--- src/rtl/mem_access.sv ---
// mem_access: MIPS MEM stage. Drives a request/ready data-RAM bus, places store lanes, aligns/extends loads.
// Optional watchdog: define MEM_ACCESS_TIMEOUT_EN to abort WAIT after TIMEOUT_CYCLES and pulse bus_error.
module mem_access #(
    parameter int TIMEOUT_CYCLES = 255
) (
    input  logic        clk,
    input  logic        rst,
    input  logic        mem_read_flag_in,
    input  logic        mem_write_flag_in,
    input  logic        mem_sign_ext_flag_in,
    input  logic [3:0]  mem_sel_in,
    input  logic [31:0] mem_write_data_in,
    input  logic [31:0] result_in,
    input  logic        write_reg_en_in,
    input  logic [4:0]  write_reg_addr_in,
    input  logic [31:0] debug_pc_addr_in,
    output logic        ram_en,
    output logic [3:0]  ram_write_en,
    output logic [31:0] ram_addr,
    output logic [31:0] ram_write_data,
    input  logic [31:0] ram_read_data,
    input  logic        ram_ready,
    output logic        stall_request,
    output logic        mem_load_flag,
    output logic [31:0] result_out,
    output logic        write_reg_en_out,
    output logic [4:0]  write_reg_addr_out,
    output logic        bus_error,
    output logic [31:0] debug_pc_addr_out
);

    if (TIMEOUT_CYCLES < 1 || TIMEOUT_CYCLES > 255) begin : g_bad_timeout
        $error("mem_access: TIMEOUT_CYCLES must be in 1..255");
    end

    typedef enum logic [1:0] {IDLE, WAIT, DONE} state_t;

    state_t      state;
    logic [31:0] rdata_q;
    logic        access;
    logic        is_load;

`ifdef MEM_ACCESS_TIMEOUT_EN
    localparam logic [7:0] TO_LAST = 8'(TIMEOUT_CYCLES - 1);
    logic [7:0] wd_cnt;
    logic       bus_err_q;
`endif

    function automatic logic [31:0] place_store(input logic [31:0] d, input logic [3:0] sel);
        case (sel)
            4'b0001, 4'b0010, 4'b0100, 4'b1000: place_store = {4{d[7:0]}};
            4'b0011, 4'b1100:                   place_store = {2{d[15:0]}};
            default:                            place_store = d;
        endcase
    endfunction

    function automatic logic [31:0] extract_load(input logic [31:0] w, input logic [3:0] sel,
                                                 input logic sext);
        logic [7:0]  b;
        logic [15:0] h;
        case (sel)
            4'b0001: b = w[7:0];
            4'b0010: b = w[15:8];
            4'b0100: b = w[23:16];
            4'b1000: b = w[31:24];
            default: b = 8'h00;
        endcase
        h = sel[3] ? w[31:16] : w[15:0];
        case (sel)
            4'b0001, 4'b0010, 4'b0100, 4'b1000: extract_load = {{24{sext & b[7]}}, b};
            4'b0011, 4'b1100:                   extract_load = {{16{sext & h[15]}}, h};
            4'b1111:                            extract_load = w;
            default:                            extract_load = 32'h0000_0000;
        endcase
    endfunction

    assign access  = (mem_read_flag_in | mem_write_flag_in) & (mem_sel_in != 4'b0000);
    assign is_load = mem_read_flag_in & ~mem_write_flag_in;

    always_ff @(posedge clk or negedge rst) begin
        if (!rst) begin
            state          <= IDLE;
            ram_en         <= 1'b0;
            ram_write_en   <= 4'b0000;
            ram_addr       <= 32'h0000_0000;
            ram_write_data <= 32'h0000_0000;
            rdata_q        <= 32'h0000_0000;
`ifdef MEM_ACCESS_TIMEOUT_EN
            wd_cnt         <= 8'd0;
            bus_err_q      <= 1'b0;
`endif
        end else begin
            case (state)
                IDLE: begin
                    if (access) begin
                        ram_addr       <= {result_in[31:2], 2'b00};
                        ram_write_en   <= mem_write_flag_in ? mem_sel_in : 4'b0000;
                        ram_write_data <= place_store(mem_write_data_in, mem_sel_in);
                        ram_en         <= 1'b1;
                        state          <= WAIT;
`ifdef MEM_ACCESS_TIMEOUT_EN
                        wd_cnt         <= 8'd0;
`endif
                    end
                end
                WAIT: begin
                    // Bus outputs stay frozen until the slave answers (or the watchdog fires).
                    if (ram_ready) begin
                        rdata_q      <= ram_read_data;
                        ram_en       <= 1'b0;
                        ram_write_en <= 4'b0000;
                        state        <= DONE;
                    end
`ifdef MEM_ACCESS_TIMEOUT_EN
                    else if (wd_cnt == TO_LAST) begin
                        rdata_q      <= 32'h0000_0000;
                        ram_en       <= 1'b0;
                        ram_write_en <= 4'b0000;
                        bus_err_q    <= 1'b1;
                        state        <= DONE;
                    end else begin
                        wd_cnt <= wd_cnt + 8'd1;
                    end
`endif
                end
                DONE: begin
                    state <= IDLE;
`ifdef MEM_ACCESS_TIMEOUT_EN
                    bus_err_q <= 1'b0;
`endif
                end
                default: state <= IDLE;
            endcase
        end
    end

`ifdef MEM_ACCESS_TIMEOUT_EN
    assign bus_error = bus_err_q;
`else
    assign bus_error = 1'b0;
`endif

    // Stall drops in DONE so the pipeline advances in the same cycle the load data is presented.
    assign stall_request      = rst & access & (state != DONE);
    assign mem_load_flag      = rst & mem_read_flag_in;
    assign result_out         = !rst ? 32'h0000_0000 :
                                (state == DONE && is_load) ?
                                extract_load(rdata_q, mem_sel_in, mem_sign_ext_flag_in) : result_in;
    assign write_reg_en_out   = rst & write_reg_en_in & ~mem_write_flag_in & ~stall_request & ~bus_error;
    assign write_reg_addr_out = rst ? write_reg_addr_in : 5'd0;
    assign debug_pc_addr_out  = debug_pc_addr_in;

endmodule

--- config.mk ---
export PLATFORM = sky130hd
export DESIGN_NAME = mem_access
export DESIGN_NICKNAME = d
export VERILOG_FILES = /design/src/rtl/mem_access.sv
export SDC_FILE = /design/constraint.sdc
export NUM_CORES = 1
export LEC_CHECK = 0
export ABC_AREA = 1
export CAP_MARGIN = 20
export CELL_PAD_IN_SITES_DETAIL_PLACEMENT = 0
export CELL_PAD_IN_SITES_GLOBAL_PLACEMENT = 2
export CORE_ASPECT_RATIO = 1.75
export CORE_UTILIZATION = 19
export CTS_BUF_LIST = sky130_fd_sc_hd__clkbuf_8
export DETAILED_ROUTE_END_ITERATION = 8
export HOLD_SLACK_MARGIN = 0.02
export PLACE_DENSITY = 0.75
export SYNTH_ARGS = -nofsm -noshare
export SYNTH_HDL_FRONTEND = slang
export SYNTH_SLANG_ARGS = --single-unit
--- constraint.sdc ---
create_clock -name clk -period 1.7 [get_ports clk]
set_clock_uncertainty 0.05 [all_clocks]
set_input_delay 0.34 -clock clk [delete_from_list [all_inputs] [get_ports clk]]
set_output_delay 0.34 -clock clk [all_outputs]
set_load 0.01 [all_outputs]
==> results of run 1 <==
-- tightest hold or removal path, delay by kind of cell --
kind,cells,cell delay [ns]
buffers and inverters,4,0.65
-- sequential cells by signal (all words and copies together), names as in the netlist --
signal,count
ram_en,1
ram_write_en,4
state,2
ram_write_data,32
ram_addr,30
rdata_q,32
-- final timing paths --
| path | depth (start not counted) | to | start | slack (ns) |
|---|---|---|---|---|
| worst max-delay path | 10 | result_out[27] | rdata_q[15] | -0.60 |
| worst min-delay path | 4 | ram_addr[5] | rst | 0.21 |
| worst max register to register | 8 | ram_write_data[29] | state[1] | 0.14 |
| worst min register to register | 2 | rdata_q[6] | rdata_q[6] | 0.43 |
| max in group asynchronous | 5 | ram_write_data[14] | rst | 0.67 |
| min in group clk | 4 | ram_write_en[1] | mem_sel_in[1] | 0.32 |
-- cells in the mapped netlist, drive strengths merged --
master     n  share of area, %
inv       62               4.1
dfrtp    101                45
nand3     35               3.1
o22ai      2              0.22
conb       1             0.067
o21ai     59               5.4
nand4      2              0.33
a21oi     58               5.2
buf       55               6.9
nand2    335                23
nor2      52               4.0
a2bb2oi    8               1.2
or2        1              0.11
nor3       2              0.27
clkbuf    18               1.2
-- through the flow --
| stage | setup WS, ns | TNS, ns | util (%) |
|---|---|---|---|
| after global routing | -0.718 | -21.05 | 32.4 |
| after global placement | -1.33 | -93.14 | 30.0 |
| after floorplan | -0.144 | -2.09 | - |
| after CTS | -0.661 | -21.03 | 31.7 |
| final | -0.597 | -17.61 | 32.4 |
| after detailed placement | -1.36 | -94.47 | 30.0 |
-- kinds of logic after synthesis --
kind of cell    after synthesis  share of synthesized area (%)
simple gates                427                           30.6
other cells                   1                         0.0667
compound gates              127                           12.1
buf+inv                     135                           12.3
flops                       101                           44.9
-- report_power, final --
part           leakage [uW]  switching, uW  internal [uW]  total (uW)
clock             0.0000878            928            525        1450
sequential          0.00122            605           3560        4170
combinational       0.00338           3380           2920        6300
-- repair_timing --
item | CTS | global route
hold endpoints to repair | 54 | 0
pin swaps | 35 | 38
gates cloned | 6 | 3
hold buffers | 4 | 0
setup buffers | 18 | 4
gates resized for setup | 315 | 71
endpoints found under the setup margin | 174 | 92
-- cell type report --
type	instances	area (um2)	share of cell area (%)
timing repair buffer	341	3180	33.6
inverter	62	245	2.59
clock inverter	7	45.0	0.476
multi-input combinational	557	2860	30.2
antenna	2	5.00	0.0529
tap	382	478	5.05
sequential	101	2530	26.7
clock buffer	9	124	1.31
-- layer usage --
layer  share of wire, %  up-vias  track usage (%)
li1                   -     3006                -
met1                 34     2835             16.6
met2                 57      177             34.2
met3                3.7       64             2.06
met4                4.9        0             10.9
met5                  0        -                0
-- placed cells by master (no fill, tap or decap), types with 5 or more instances in the layout --
master,synthesis,routed
o21ai_0,41,25
clkbuf_8,0,9
nor2_1,48,21
o21ai_2,2,12
nand3_1,35,31
a21oi_1,57,23
dlygate4sd2_1,0,74
nor2_2,0,17
nor2_4,4,14
nand2_2,1,21
buf_12,0,12
buf_4,38,87
o21ai_1,16,19
a21oi_2,1,35
buf_6,3,16
nand2_4,3,5
inv_1,57,58
a2bb2oi_1,8,8
dfrtp_1,101,101
buf_2,14,32
clkdlybuf4s50_1,0,104
nand2_1,331,308
==> summary.md, run 1 <==
| Metric | Value |
|---|---|
| CP arrival | around 1.9 ns |
| Mapped Avg Cell Area | 7.11 um2 |
| Core area | ~29000 um2 |
| Leak pwr | ~0.0047 uW |
| Vias in the first global route | 6449 |
| Filler cells | approximately 3200 |
| Max Cap Violations | 0 |
| Clk sinks | slightly above 100 |
| Drt total wl | 25900 um |
| Fmax | between 0.4 and 0.5 GHz |
| Synth cell types | 26 |
| CTS tree | done |
| Largest net degree at the start of global routing | 38 |
| Hold Path Class | input pin to async pin |
| CP startpoint kind | register |
| Failing checks | setup timing |
| Ys Warns | 0 |
| Wire per inst | ~18 um |
| Die Wd | roughly 130 um |
| Num ports | ~290 |
| H-tree levels | 3 |
| Post-route cell area | approximately 9500 um2 |
| Die height | between 200 and 250 um |
| Area after DPL | between 8000 and 9000 um2 |
| Root buf cell | clkbuf_8 |
| DR DRC count | 0 |
| Placed Instances | 1412 |
| Antenna violations before repair | 2 |
| Number of vias per cell | ~4.2 |
| Crit path max-delay family | buffers and inverters |
| Area grow syn2layout | 68.3% |
| Pwr dens | roughly 1300 nW/um2 |
| Crit. End Element | output pin |
| Fin crit period | approximately 2.3 ns |
| Final hold violations | 0 |
| Die ar. | between 30000 and 40000 um2 |
| CTS max path bufs | 2 |
| WP buf/inv | 4 |
| Crit path kind | register to output pin |
| Hpwl dp | roughly 19000 um |
| Final period utilization | 135% |
| Global-route usage over all layers | 17.3% |
| Row cnt | 83 |
| Slew at the pin closest to its max-slew limit | 0.526 ns |
| Vias | 6082 |
| First-pass GRT wire length | 38400 um |
| Clk slew on worst S/H paths | 0.11 ns |
| # nets final | roughly 1200 |
| GPL Wtd Cong | slightly above 0.8 |
| Worst hold margin | about 0.21 ns |
| Latest clock arrival within the worst-skew pair | a little over 0.4 ns |
| Sequential area share after synthesis | between 40 and 50% |
| Synth Cell Area | roughly 5600 um2 |
| Status | complete, but fails checks |
| Worst rel slew slack | around 65% |
| Ordered list of cells on the worst path | buf_4, nand3_2, nand2_2, o21ai_4, buf_6, buf_6, nand2_1, nand2_1, a21oi_2, buf_2 |
| Total gr overflow | 0 |
| Share of cells above drive strength 1 | 27.5% |
| IR drop worst, VDD | ~460 uV |
| Worst setup margin | -0.597 ns |
| Initial Utilization | between 10% and 20% |
| Syn Inst Count | just under 800 |
| Post-Layout Cell Count | approximately 1500 |
| Yosys reg bits | ~100 |
| Starting DRT DRC Count | approximately 230 |
| CP required | 1.31 ns |
| Max-slew violations | 0 |
| RSZ-0062 raised after global routing | yes |
| Crit Path Max Fanout | 5 |
| Critical path's slowest cell | dfrtp_1 |
| Worst path max stage delay | 0.41 ns |
| First-pass DRT Iterations | 4 |
| Final setup fails | 33 |
| Overall power | around 12000 uW |
| Final ANT Viol Nets | 0 |
| Port Buffer Count | ~220 |
| Clock buffer count from CTS | 9 |
Power figures use the tool's default switching activity.
==> run 2, diff against run 1 <==
--- a/config.mk
+++ b/config.mk
@@ -9,7 +9,6 @@
 export CAP_MARGIN = 20
 export CELL_PAD_IN_SITES_DETAIL_PLACEMENT = 0
 export CELL_PAD_IN_SITES_GLOBAL_PLACEMENT = 2
-export CORE_ASPECT_RATIO = 1.75
 export CORE_UTILIZATION = 19
 export CTS_BUF_LIST = sky130_fd_sc_hd__clkbuf_8
 export DETAILED_ROUTE_END_ITERATION = 8
==> summary.md, run 2 (synthesis results as in run 1) <==
| Metric | Value |
|---|---|
| Status | complete, but fails checks |
| Failing checks | setup timing |
| Wire per inst | roughly 17 um |
| Root buf cell | clkbuf_8 |
| Drt total wl | ~24000 um |
| Leak pwr | around 0.0048 uW |
| Vias | slightly above 6000 |
| CP arrival | 1.86 ns |
| Post-Layout Cell Count | about 1500 |
| Final setup fails | 38 |
| Crit Path Max Fanout | 5 |
| Area grow syn2layout | 73.3% |
| Setup TNS | -16.67 ns |
| Antenna diodes | 0 |
| Largest net degree at the start of global routing | 42 |
| Worst path max stage delay | roughly 0.40 ns |
| Sw frac | just over 40% |
| GPL Wtd Cong | ~0.79 |
| RSZ-0062 raised after global routing | yes |
| H-tree levels | 3 |
| Combinational share of power | a little over half |
| Antenna violations before repair | 0 |
| Final period utilization | 132% |
| M2 GR Usage | about a quarter |
| Clock network power share | 13.5% |
| Initial Utilization | approximately a fifth |
| Crit path kind | register to output pin |
| Vias in the first global route | 6017 |
| Max Cap Violations | 0 |
| Starting DRT DRC Count | 394 |
| Row cnt | 62 |
| Final hold violations | 0 |
| CTS max path bufs | 2 |
| First-pass DRT Iterations | 7 |
| Switching pwr | between 5000 and 6000 uW |
| Area after DPL | between 8000 and 9000 um2 |
| Die height | 174 um |
| Pwr dens | approximately 1300 nW/um2 |
| Share of cells above drive strength 1 | 29.7% |
| Post-route cell area | just under 10000 um2 |
| Die Wd | roughly 170 um |
| Regs by FF count | ram_write_data x32, rdata_q x32, ram_addr x30 |
| Num ports | 286 |
| Hold Path Class | input pin to async pin |
| Hpwl dp | between 15000 and 20000 um |
| Placed Instances | 1400 |
| GR met3 Demand/Resource | 2.36% |
| Max-slew violations | 0 |
| CP dominant cell by count | nand2_2 |
| Core area | between 20000 and 30000 um2 |
| Fin crit period | roughly 2.3 ns |
| GRT met1 Usage | about a fifth |
| Die ar. | around 30000 um2 |
| Final ANT Viol Nets | 0 |
| Port Buffer Count | 218 |
| Fmax | approximately 0.44 GHz |
| CP required | roughly 1.3 ns |
| Total gr overflow | 0 |
| Seq pwr share | around a third |
| Commonest non-fill, non-tap cell in the layout | nand2_1 |
| Fin util | between 30% and 40% |
| Worst hold margin | between 0.05 and 0.06 ns |
| First-pass GRT wire length | between 30000 and 40000 um |
| # nets final | about 1200 |
| CTS tree | done |
| IR drop worst, VDD | between 400 and 500 uV |
| Number of vias per cell | 4.18 |
| Commonest cells after routing, fill and taps aside | nand2_1 (274), clkdlybuf4s50_1 (104), dfrtp_1 (101) |
| Ordered list of cells on the worst path | buf_4, nand3_4, nand2_4, o21ai_4, buf_12, clkbuf_16, nand2_2, nand2_2, a21oi_2, buf_2 |
| Crit. End Element | output pin |
| Clk sinks | around 100 |
| Critical path's slowest cell | dfrtp_1 |
| GRT busiest layer | met2 |
| Internal Power | about 7500 uW |
| Clock buffer count from CTS | 9 |
| Worst setup margin | -0.552 ns |
| Latest clock arrival within the worst-skew pair | just under 0.4 ns |
| Clk slew on worst S/H paths | roughly 0.12 ns |
| Global-route usage over all layers | between 15 and 20% |
| CP startpoint kind | register |
| DR DRC count | 0 |
## run 2: layout make-up
type                       count  area [um2]
clock inverter                 7        77.6
tap                          384         480
timing repair inverter         1        11.3
multi-input combinational    557        2940
sequential                   101        2530
fill                        3091       19200
inverter                      62         255
clock buffer                   9         124
timing repair buffer         330        3330
## run 2: routing by layer
| metal | wire length, um | share of wire [%] |
|---|---|---|
| met1 | 11600 | 47 |
| met2 | 11200 | 46 |
| met3 | 1300 | 5.3 |
| met4 | 321 | 1.3 |
| met5 | 0 | 0 |
## run 2: worst paths after layout
| path | start | endpoint | slack [ns] | cells after the start |
|---|---|---|---|---|
| max | rdata_q[15] | result_out[17] | -0.55 | 10 |
| min reg2reg | ram_addr[31] | ram_addr[31] | 0.43 | 2 |
| max reg2reg | state[1] | rdata_q[23] | 0.05 | 8 |
| max in group asynchronous | rst | rdata_q[7] | 0.93 | 3 |
| min | rst | rdata_q[9] | 0.05 | 3 |
| min in group clk | mem_sel_in[3] | ram_write_en[3] | 0.29 | 4 |
## run 2: timing repair
item | in CTS | in global routing
setup endpoints to repair | 169 | 104
hold buffers | 2 | 0
cloned | 4 | 13
setup buffers | 9 | 8
hold endpoints to repair | 6 | 0
pin swaps | 15 | 33
gates resized for setup | 274 | 139
## run 2: critical path, delay by kind of cell (launching register included)
kind            cells  cell delay (ns)
flops               1             0.40
buf+inv             4             0.57
compound gates      2             0.24
simple gates        4             0.24
## run 2: stage by stage
| stage | setup slack, ns | power (uW) |
|---|---|---|
| 5_1_grt | -0.647 | 13600 |
| 3_5_place_dp | -1.24 | 10300 |
| 6_report | -0.552 | 12700 |
| 3_3_place_gp | -1.22 | 10300 |
| 4_1_cts | -0.600 | 11900 |
| 2_1_floorplan | -0.144 | 6860 |
## run 2: power groups by stage
| stage | combinational (uW) | sequential (uW) | clock, uW |
|---|---|---|---|
| 6_report | 6700 | 4280 | 1720 |
| 5_1_grt | 7310 | 4420 | 1870 |
| 4_1_cts | 5830 | 4250 | 1800 |
| 3_5_place_dp | 6020 | 4320 | 0 |
| 3_3_place_gp | 5980 | 4330 | 0 |
| 2_1_floorplan | 2330 | 4530 | 0 |
